--- config.mk ---
export PLATFORM = sky130hd
export DESIGN_NAME = clk_reconf_ctrl
export DESIGN_NICKNAME = d
export VERILOG_FILES = /design/src/rtl/clk_reconf_pkg.sv /design/src/rtl/clk_reconf_ctrl_sync2.sv /design/src/rtl/clk_reconf_ctrl.sv
export SDC_FILE = /design/constraint.sdc
export NUM_CORES = 1
export LEC_CHECK = 0
export BUFFER_PORTS_ARGS = -buffer_cell sky130_fd_sc_hd__buf_2
export CAP_MARGIN = 20
export CELL_PAD_IN_SITES_DETAIL_PLACEMENT = 0
export CELL_PAD_IN_SITES_GLOBAL_PLACEMENT = 2
export CORE_UTILIZATION = 34
export DETAILED_ROUTE_END_ITERATION = 16
export HOLD_SLACK_MARGIN = 0.05
export PLACE_DENSITY = 0.81
export RECOVER_POWER = 25
export SLEW_MARGIN = 10
export SYNTH_ARGS = -nofsm -noshare
export SYNTH_HDL_FRONTEND = slang
export SYNTH_HIERARCHICAL = 1
export SYNTH_SLANG_ARGS = --single-unit
--- constraint.sdc ---
create_clock -name i_clk -period 3.4 [get_ports i_clk]
set_clock_uncertainty 0.15 [all_clocks]
set_input_delay 0.17 -clock i_clk [delete_from_list [all_inputs] [get_ports i_clk]]
set_output_delay 0.17 -clock i_clk [all_outputs]
set_load 0.05 [all_outputs]
--- src/rtl/clk_reconf_pkg.sv ---
// Shared types and the DRP preset table for the PLL clock reconfiguration controller.
package clk_reconf_pkg;

    typedef enum logic [3:0] {
        IDLE,
        PLL_RST,
        RD,
        RD_WAIT,
        WR,
        WR_WAIT,
        NEXT,
        LOCK_WAIT,
        ERR
    } state_e;

    // One read-modify-write step: bits set in mask keep the value read back,
    // bits clear in mask are replaced by value.
    typedef struct packed {
        logic [6:0]  addr;
        logic [15:0] mask;
        logic [15:0] value;
    } drp_entry_t;

    localparam int         NUM_PRESETS = 4;
    localparam int         NUM_ENTRIES = 4;
    localparam logic [1:0] LAST_ENTRY  = 2'd3;

    // VCO runs at 1600 MHz. Entries program CLKOUT0 (0x08/0x09) and CLKOUT1 (0x0A/0x0B).
    // ClkReg1 keeps the reserved bit 12 and rewrites phase mux, high and low counts.
    // ClkReg2 keeps reserved bits 15:10 and rewrites delay, edge, no_count and mx.
    // Preset 3 uses divide 21 (edge set for the odd split), the nearest integer to 75 MHz.
    localparam drp_entry_t PRESET_TABLE [NUM_PRESETS][NUM_ENTRIES] = '{
        // 50 MHz: divide 32, high 16, low 16
        '{ '{7'h08, 16'h1000, 16'h0410}, '{7'h09, 16'hFC00, 16'h0000},
           '{7'h0A, 16'h1000, 16'h0410}, '{7'h0B, 16'hFC00, 16'h0000} },
        // 25 MHz: divide 64, high 32, low 32
        '{ '{7'h08, 16'h1000, 16'h0820}, '{7'h09, 16'hFC00, 16'h0000},
           '{7'h0A, 16'h1000, 16'h0820}, '{7'h0B, 16'hFC00, 16'h0000} },
        // 100 MHz: divide 16, high 8, low 8
        '{ '{7'h08, 16'h1000, 16'h0208}, '{7'h09, 16'hFC00, 16'h0000},
           '{7'h0A, 16'h1000, 16'h0208}, '{7'h0B, 16'hFC00, 16'h0000} },
        // ~75 MHz: divide 21, high 11, low 10, edge set
        '{ '{7'h08, 16'h1000, 16'h02CA}, '{7'h09, 16'hFC00, 16'h0080},
           '{7'h0A, 16'h1000, 16'h02CA}, '{7'h0B, 16'hFC00, 16'h0080} }
    };

endpackage

--- src/rtl/clk_reconf_ctrl_sync2.sv ---
// Two-flop synchronizer for a single asynchronous level signal.
module sync2 (
    input  logic clk_i,
    input  logic rst_i,
    input  logic d_i,
    output logic q_o
);

    logic meta_q;
    logic sync_q;

    // Shift the asynchronous input through two flops to settle metastability.
    always_ff @(posedge clk_i) begin
        if (rst_i) begin
            meta_q <= 1'b0;
            sync_q <= 1'b0;
        end else begin
            meta_q <= d_i;
            sync_q <= meta_q;
        end
    end

    assign q_o = sync_q;

endmodule

--- src/rtl/clk_reconf_ctrl.sv ---
// PLL reconfiguration controller: holds the PLL in reset, rewrites four DRP
// registers from a preset, releases the PLL and waits for lock.
module clk_reconf_ctrl
    import clk_reconf_pkg::*;
#(
    parameter int LOCK_TIMEOUT = 65535,
    parameter int DRP_TIMEOUT  = 255
) (
    input  logic        i_clk,
    input  logic        i_rst,
    input  logic        i_req,
    input  logic [1:0]  i_sel,
    output logic        o_busy,
    output logic        o_done,
    output logic        o_err,
    output logic        o_drp_den,
    output logic        o_drp_dwe,
    output logic [6:0]  o_drp_daddr,
    output logic [15:0] o_drp_di,
    input  logic [15:0] i_drp_do,
    input  logic        i_drp_drdy,
    output logic        o_pll_rst,
    input  logic        i_pll_locked,
    output logic        o_rst_core
);

    localparam int TMO_MAX = (LOCK_TIMEOUT > DRP_TIMEOUT) ? LOCK_TIMEOUT : DRP_TIMEOUT;
    localparam int TW      = $clog2(TMO_MAX + 1);
    localparam logic [TW-1:0] DRP_LIMIT  = TW'(DRP_TIMEOUT - 1);
    localparam logic [TW-1:0] LOCK_LIMIT = TW'(LOCK_TIMEOUT - 1);

    state_e        state_q, state_d;
    logic [1:0]    idx_q, idx_d;
    logic [1:0]    sel_q, sel_d;
    logic [15:0]   rdData_q, rdData_d;
    logic [TW-1:0] tmo_q, tmo_d;
    logic          err_q, err_d;
    logic          done_q, done_d;
    logic          pllRst_q, pllRst_d;
    logic          rstCore_q, rstCore_d;
    logic          lockSync;
    logic          drpExpired;
    logic          lockExpired;
    drp_entry_t    curEntry;

    sync2 u_lockSync (
        .clk_i (i_clk),
        .rst_i (i_rst),
        .d_i   (i_pll_locked),
        .q_o   (lockSync)
    );

    assign curEntry    = PRESET_TABLE[sel_q][idx_q];
    assign drpExpired  = (tmo_q >= DRP_LIMIT);
    assign lockExpired = (tmo_q >= LOCK_LIMIT);

    // Next-state logic: walk the four entries as read, merge, write, then wait for lock.
    always_comb begin
        state_d  = state_q;
        idx_d    = idx_q;
        sel_d    = sel_q;
        rdData_d = rdData_q;
        err_d    = err_q;
        done_d   = 1'b0;
        case (state_q)
            IDLE: begin
                if (i_req) begin
                    sel_d   = i_sel;
                    err_d   = 1'b0;
                    state_d = PLL_RST;
                end
            end
            PLL_RST: begin
                idx_d   = 2'd0;
                state_d = RD;
            end
            RD: state_d = RD_WAIT;
            RD_WAIT: begin
                if (i_drp_drdy) begin
                    rdData_d = (i_drp_do & curEntry.mask) | (curEntry.value & ~curEntry.mask);
                    state_d  = WR;
                end else if (drpExpired) begin
                    err_d   = 1'b1;
                    state_d = ERR;
                end
            end
            WR: state_d = WR_WAIT;
            WR_WAIT: begin
                if (i_drp_drdy) begin
                    state_d = NEXT;
                end else if (drpExpired) begin
                    err_d   = 1'b1;
                    state_d = ERR;
                end
            end
            NEXT: begin
                if (idx_q == LAST_ENTRY) begin
                    state_d = LOCK_WAIT;
                end else begin
                    idx_d   = idx_q + 2'd1;
                    state_d = RD;
                end
            end
            LOCK_WAIT: begin
                if (lockSync) begin
                    done_d  = 1'b1;
                    state_d = IDLE;
                end else if (lockExpired) begin
                    err_d   = 1'b1;
                    state_d = ERR;
                end
            end
            ERR:     state_d = IDLE;
            default: state_d = IDLE;
        endcase
    end

    // Timeout counter restarts on every state change and saturates otherwise;
    // PLL reset and core reset are registered from the state being entered.
    always_comb begin
        if (state_d != state_q) begin
            tmo_d = '0;
        end else if (tmo_q != '1) begin
            tmo_d = tmo_q + 1'b1;
        end else begin
            tmo_d = tmo_q;
        end
        pllRst_d  = state_d inside {PLL_RST, RD, RD_WAIT, WR, WR_WAIT, NEXT};
        rstCore_d = (state_d != IDLE) || !lockSync;
    end

    // State and datapath registers.
    always_ff @(posedge i_clk) begin
        if (i_rst) begin
            state_q   <= IDLE;
            idx_q     <= 2'd0;
            sel_q     <= 2'd0;
            rdData_q  <= 16'h0000;
            tmo_q     <= '0;
            err_q     <= 1'b0;
            done_q    <= 1'b0;
            pllRst_q  <= 1'b1;
            rstCore_q <= 1'b1;
        end else begin
            state_q   <= state_d;
            idx_q     <= idx_d;
            sel_q     <= sel_d;
            rdData_q  <= rdData_d;
            tmo_q     <= tmo_d;
            err_q     <= err_d;
            done_q    <= done_d;
            pllRst_q  <= pllRst_d;
            rstCore_q <= rstCore_d;
        end
    end

    assign o_busy      = (state_q != IDLE);
    assign o_done      = done_q;
    assign o_err       = err_q;
    assign o_drp_den   = (state_q == RD) || (state_q == WR);
    assign o_drp_dwe   = (state_q == WR);
    assign o_drp_daddr = o_drp_den ? curEntry.addr : 7'h00;
    assign o_drp_di    = (state_q == WR) ? rdData_q : 16'h0000;
    assign o_pll_rst   = pllRst_q;
    assign o_rst_core  = rstCore_q;

endmodule

* After elaboration in Yosys (flattened, before gate mapping)
Cells that the tools add are included.
W data, S select, Z words.
** Cells by class
- Add/subtract/negate cells :: 2
- $mul :: 0
- Div/mod/pow operators :: 0
- $lt $le $gt $ge :: 4
- Equality and inequality tests :: 22
- Shift operators :: 0
- Multiplexer cells :: 25
- Bitwise operators :: 7
- Reductions and logical operators :: 16
** Operators by type and width (number)
- $bmux W156 S2 :: 1
- $mux W156 :: 2
- $bmux W39 S2 :: 1
- $mux W39 :: 2
- $and A16 B16 Y16 :: 2
- $pmux W4 S8 :: 1
- $eq A4 B3 Y1 const B :: 7
- $mux W4 :: 6
- $add A16 B1 Y16 const B :: 1
- $eq A4 B2 Y1 const B :: 4
- $ge A16 B16 Y1 const B :: 1
- $ge A16 B8 Y1 const B :: 1
- $mux W16 :: 1
- $ne A16 B16 Y1 const B :: 1
- $not A16 Y16 :: 1
- $or A16 B16 Y16 :: 1
- $ne A2 B2 Y1 const B :: 5
- $eq A4 B1 Y1 const B :: 2
- $reduce_bool A4 Y1 :: 2
- $mux W7 :: 1
- $ge A3 B3 Y1 const B :: 2
- $mux W1 :: 6
- $not A2 Y3 :: 2
- $reduce_and A2 Y1 :: 3
- 17 further kinds :: 20
** Word-level totals
- Flip-flop bits (word level) :: 46
- Bits in latches :: 0
- Memory bits (writable) :: 0
- Memory bits (read-only) :: 0
- Input bits :: 23
- Output and inout bits :: 30
- Word-level logic and storage cells :: 87
- Memories kept :: 0

* Logic depth before layout (Yosys ltp)
- Depth in word-level cells :: 10
- Mapped depth :: 9
- Gate-level depth less buffers :: 7

* Hierarchy
Netlist, hierarchy kept.
** By module, submodules not included
- clk_reconf_ctrl :: times used 1, cells an instance 266, area each 2269.7 um^2, seq. area each 780.7 um^2
- sync2 :: times used 1, cells an instance 4, area each 52.6 um^2, seq. area each 40.0 um^2

* Worst setup path before layout
OpenSTA, ideal clock, no wires.
- Path type :: register to output
- Start point :: reg state_q[2]
- End point :: out o_drp_daddr[3]
- Arrival time :: 2.124 ns
- Data required time :: 3.080 ns
- Setup slack :: 0.956 ns
- Stages on the path, launching flop included :: 5
- Buffers on the path :: 2
- Cells stage by stage :: dfxtp_1 > buf_2 > xnor2_1 > nor3_1 > buf_4
** Between the ends
- Longest elaborated chain between the ends :: 3
- Elaborated cells on any way between the ends :: 4
- Classes of those cells :: 2 x eq/ne; 1 x mux; 1 x reduce/logical
** Ends and longest elaborated chain
- from (decl) :: RTL line clk_reconf_ctrl.sv:32 : state_e state_q, state_d;
- from (signal assigned) :: RTL line clk_reconf_ctrl.sv:145 : state_q <= state_d;
- $eq A4 B2 Y1 or $eq A4 B3 Y1 (tied branches) :: RTL line clk_reconf_ctrl.sv:160 : assign o_drp_den = (state_q == RD) || (state_q == WR);
- $logic_or A1 B1 Y1 (*) :: RTL line clk_reconf_ctrl.sv:160
- via o_drp_den :: RTL line clk_reconf_ctrl.sv:16 : output logic o_drp_den,
- $mux W7 (*) :: RTL line clk_reconf_ctrl.sv:162 : assign o_drp_daddr = o_drp_den ? curEntry.addr : 7'h00;
- to (decl) :: RTL line clk_reconf_ctrl.sv:18 : output logic [6:0] o_drp_daddr,
Mark *: on every way through the listed nets, which the timed path passes. The rest lies on a longest branch.

* Final worst setup path
- Start point :: reg tmo_q[4]
- End point :: reg tmo_q[15]
** Between the ends
- Longest elaborated chain between the ends :: 6
- Elaborated cells on any way between the ends :: 12
- Classes of those cells :: 1 x add/sub; 2 x order compare; 2 x eq/ne; 6 x mux; 1 x reduce/logical
** Ends and longest elaborated chain
- from (decl) :: RTL line clk_reconf_ctrl.sv:36 : logic [TW-1:0] tmo_q, tmo_d;
- from (signal assigned) :: RTL line clk_reconf_ctrl.sv:149 : tmo_q <= tmo_d;
- $ge A16 B16 Y1 or $ge A16 B8 Y1 (tied branches) :: RTL line clk_reconf_ctrl.sv:55, clk_reconf_ctrl.sv:54
- $mux W4 (on tied branches) :: RTL line clk_reconf_ctrl.sv:108, clk_reconf_ctrl.sv:82, clk_reconf_ctrl.sv:91
- $mux W4 (on tied branches) :: RTL line clk_reconf_ctrl.sv:105, clk_reconf_ctrl.sv:79, clk_reconf_ctrl.sv:89
- $pmux W4 S8 :: RTL line clk_reconf_ctrl.sv:65 : case (state_q)
- $ne A4 B4 Y1 :: RTL line clk_reconf_ctrl.sv:121 : if (state_d != state_q) begin
- $reduce_or A2 Y1 (no line)
Parallel ways exist; a longest one is shown, timed or not.
A chain may end at the register's enable or synchronous reset.

==> impl_metrics.json <==
{
  "ys_seq_elements": 41,
  "hp-class": "input port to register",
  "synth_area_leaders": "dfxtp_1 (35%), a211oi_2 (5.4%), nand3_1 (3.7%)",
  "synth-edff-count": 0,
  "antenna-diode-count": 0,
  "dieWidth_um": 84.6,
  "hold_viol_final": 0,
  "p_leak_nw": 1.00,
  "routed.top_layer": "met4",
  "drt_pre_antenna_iters": 6,
  "clk_path_buf_depth": 2,
  "grt.overflow.total": 0,
  "fin_tns_setup_ps": 0,
  "drc_errors": 0,
  "io_buffers": 35,
  "worstPathArrival_ps": 2850,
  "final_nets": 333,
  "cts_max_level": 2,
  "grt_pass1_wl_um": 8960,
  "dieArea_mm2": 0.00716,
  "drtIter0Drc": 65,
  "setup_slack_ps": 541,
  "post-cts-setup-buffers": 0,
  "power_density_mw_per_mm2": 404,
  "rows": 29,
  "cts_sinks": 41,
  "syn_area_mm2": 0.00232,
  "fill_cells": 676,
  "synth_cells": 270,
  "ant_nets": 0,
  "maxCapViolations": 0,
  "grt_max_degree": 28,
  "seq_area_um2": 821,
  "wl_per_cell_um": 13.6,
  "rsz0062_at_grt": "false",
  "die_y_um": 84.6,
  "path_clk_slew_ps": 70,
  "min_to": "state_q[2]$_SDFF_PP0_",
  "holdPathStages": 2,
  "reg2reg_from": "tmo_q[4]$_SDFFE_PP0P_",
  "wl_met2_um": 2380,
  "dr_wl_met3_um": 163,
  "worstPathRequired_ps": 3390,
  "track_usage": 0.155,
  "yosys_warnings": 6,
  "coreArea_mm2": 0.00646,
  "cp-end-kind": "register",
  "io_pins": 53,
  "setup_viol": 0,
  "clk_latency_ps": 290,
  "fin_crit_ps": 2860,
  "crit_fanout": 9,
  "grt_pass1_vias": 1857,
  "initial_core_util": 0.360,
  "max_freq_mhz": 350,
  "worstMarginPinSlew_ps": 882,
  "route.vias.total": 2006,
  "r2r_end": "tmo_q[15]$_SDFFE_PP0P_",
  "r2r_cells": 6,
  "areaGrowthSynthToFinish_pct": 14.8,
  "layout-drive-gt1-share": 0.190,
  "synth_area_per_cell_um2": 8.60,
  "slew_headroom": 0.408,
  "fin_crit_sh": 0.841,
  "synth_ff_type": "dfxtp_1",
  "critPathLaunchType": "register",
  "dpl.hpwl_um": 3680,
  "critPathKind": "register to register",
  "status": "completed",
  "yosys.area.top_type": "dfxtp_1",
  "irDropWorstVdd_mv": 0.147,
  "hp-start": "i_rst",
  "via_per_inst": 5.24,
  "numCtsBuffers": 5,
  "gp_congestion": 0.784,
  "wl_met1_um": 2580,
  "async_flop_share": 0,
  "antenna_found_initial": 0,
  "place_ws_ps": 672,
  "yosysSeqAreaShare": 0.353,
  "tritoncts": "yes",
  "slew_viol_final": 0,
  "drt-total-wl_um": 5190,
  "multiInputGateArea_mm2": 0.00132,
  "yosysUniqueCellTypes": 50,
  "r2r_slack_ps": 540,
  "clock-root-buffer": "clkbuf_8",
  "netlist.area_leader.share": 0.353
}
[layer usage]
layer / vias up / global-route usage
li1: 1033 / -
met2: 36 / 0.247
met1: 929 / 0.208
met3: 8 / 0.0305
met4: 0 / 0.0586
met5: - / 0
[synth_stat cells (6+ instances only)]
| cell | number |
|---|---|
| nand3_1 | 17 |
| a211oi_2 | 10 |
| a211oi_1 | 6 |
| dfxtp_1 | 41 |
| xnor2_1 | 8 |
| nor3_1 | 12 |
| nor4_1 | 9 |
| a21oi_1 | 14 |
| buf_4 | 11 |
| and2_1 | 11 |
| clkbuf_1 | 10 |
| nand2_1 | 19 |
| and3_1 | 8 |
| nor2_1 | 17 |
| inv_1 | 9 |
[sequential cells by signal (all words and copies together) (netlist names)]
signal,count
idx_q,2
o_done,1
o_err,1
o_pll_rst,1
o_rst_core,1
rdData_q,11
sel_q,2
state_q,4
tmo_q,16
u_lockSync/meta_q,1
u_lockSync/q_o,1
[worst max path at each step]
stage | endpoint | startpoint
floorplan | o_drp_daddr[3] | state_q[2]$_SDFF_PP0_
global placement | tmo_q[0]$_SDFFE_PP0P_ | state_q[0]$_SDFF_PP0_
detailed placement | tmo_q[15]$_SDFFE_PP0P_ | state_q[2]$_SDFF_PP0_
CTS | tmo_q[1]$_SDFFE_PP0P_ | state_q[0]$_SDFF_PP0_
global route | tmo_q[15]$_SDFFE_PP0P_ | tmo_q[1]$_SDFFE_PP0P_
finish | tmo_q[15]$_SDFFE_PP0P_ | tmo_q[4]$_SDFFE_PP0P_
[cell type report]
type,instances,area share
inverters,9,0.0127
flip-flops and latches,41,0.308
repair buffers,52,0.121
well taps,77,0.0362
clock inverters,1,0.00188
multi-input cells,198,0.495
clock buffers,5,0.0258
[report_power, final]
part	internal, mW	switching (mW)
sequential	0.498	0.0293
combinational	0.0728	0.182
clock	0.135	0.160
[worst max-delay path, stage by stage, from the launching register on]
cell	delay [ps]
dfxtp_1	420
nand4_2	260
o211ai_1	600
o41ai_2	150
o21ai_1	710
buf_4	330
a211oi_1	90
[cell families after synthesis]
kind of cell / after synthesis / share of synthesized area
DFF: 41 / 0.353
buffers and inverters: 37 / 0.0862
other: 1 / 0.00161
and+or+nand+nor: 120 / 0.298
adders and majority gates: 3 / 0.0162
AOI/OAI and AO/OA: 53 / 0.187
xor gates and xnor gates: 13 / 0.0490
muxes: 2 / 0.00862
[placed cells by master, fill, tap and decap left out, types with 9 or more instances in the layout]
cell           synthesis  layout
nand3_1               17      17
nor4_1                 9       9
dfxtp_1               41      41
nor2_1                17      17
nand2_1               19      19
inv_1                  9       9
a211oi_2              10      10
buf_2                  4      29
a21oi_1               14      14
dlygate4sd3_1          0      12
nor3_1                12      12
and2_1                11      11
[stage by stage]
| stage | util | total power [mW] | cell area, µm² | hold slack (ps) | instances |
|---|---|---|---|---|---|
| after floorplan | - | 0.754 | 2340 | 91.6 | 276 |
| after global placement | 0.385 | 0.781 | 2490 | 241 | 365 |
| after detailed placement | 0.385 | 0.783 | 2490 | 240 | 365 |
| after CTS | 0.415 | 1.10 | 2680 | 166 | 383 |
| after global routing | 0.413 | 1.14 | 2670 | 188 | 383 |
| final | 0.413 | 1.08 | 2670 | 163 | 383 |
[what timing repair did]
item | CTS | global route
hold endpoints to repair | 10 | 0
hold buffers | 12 | 0
gates resized for setup | 0 | 0
Power figures use the tool's default switching activity.
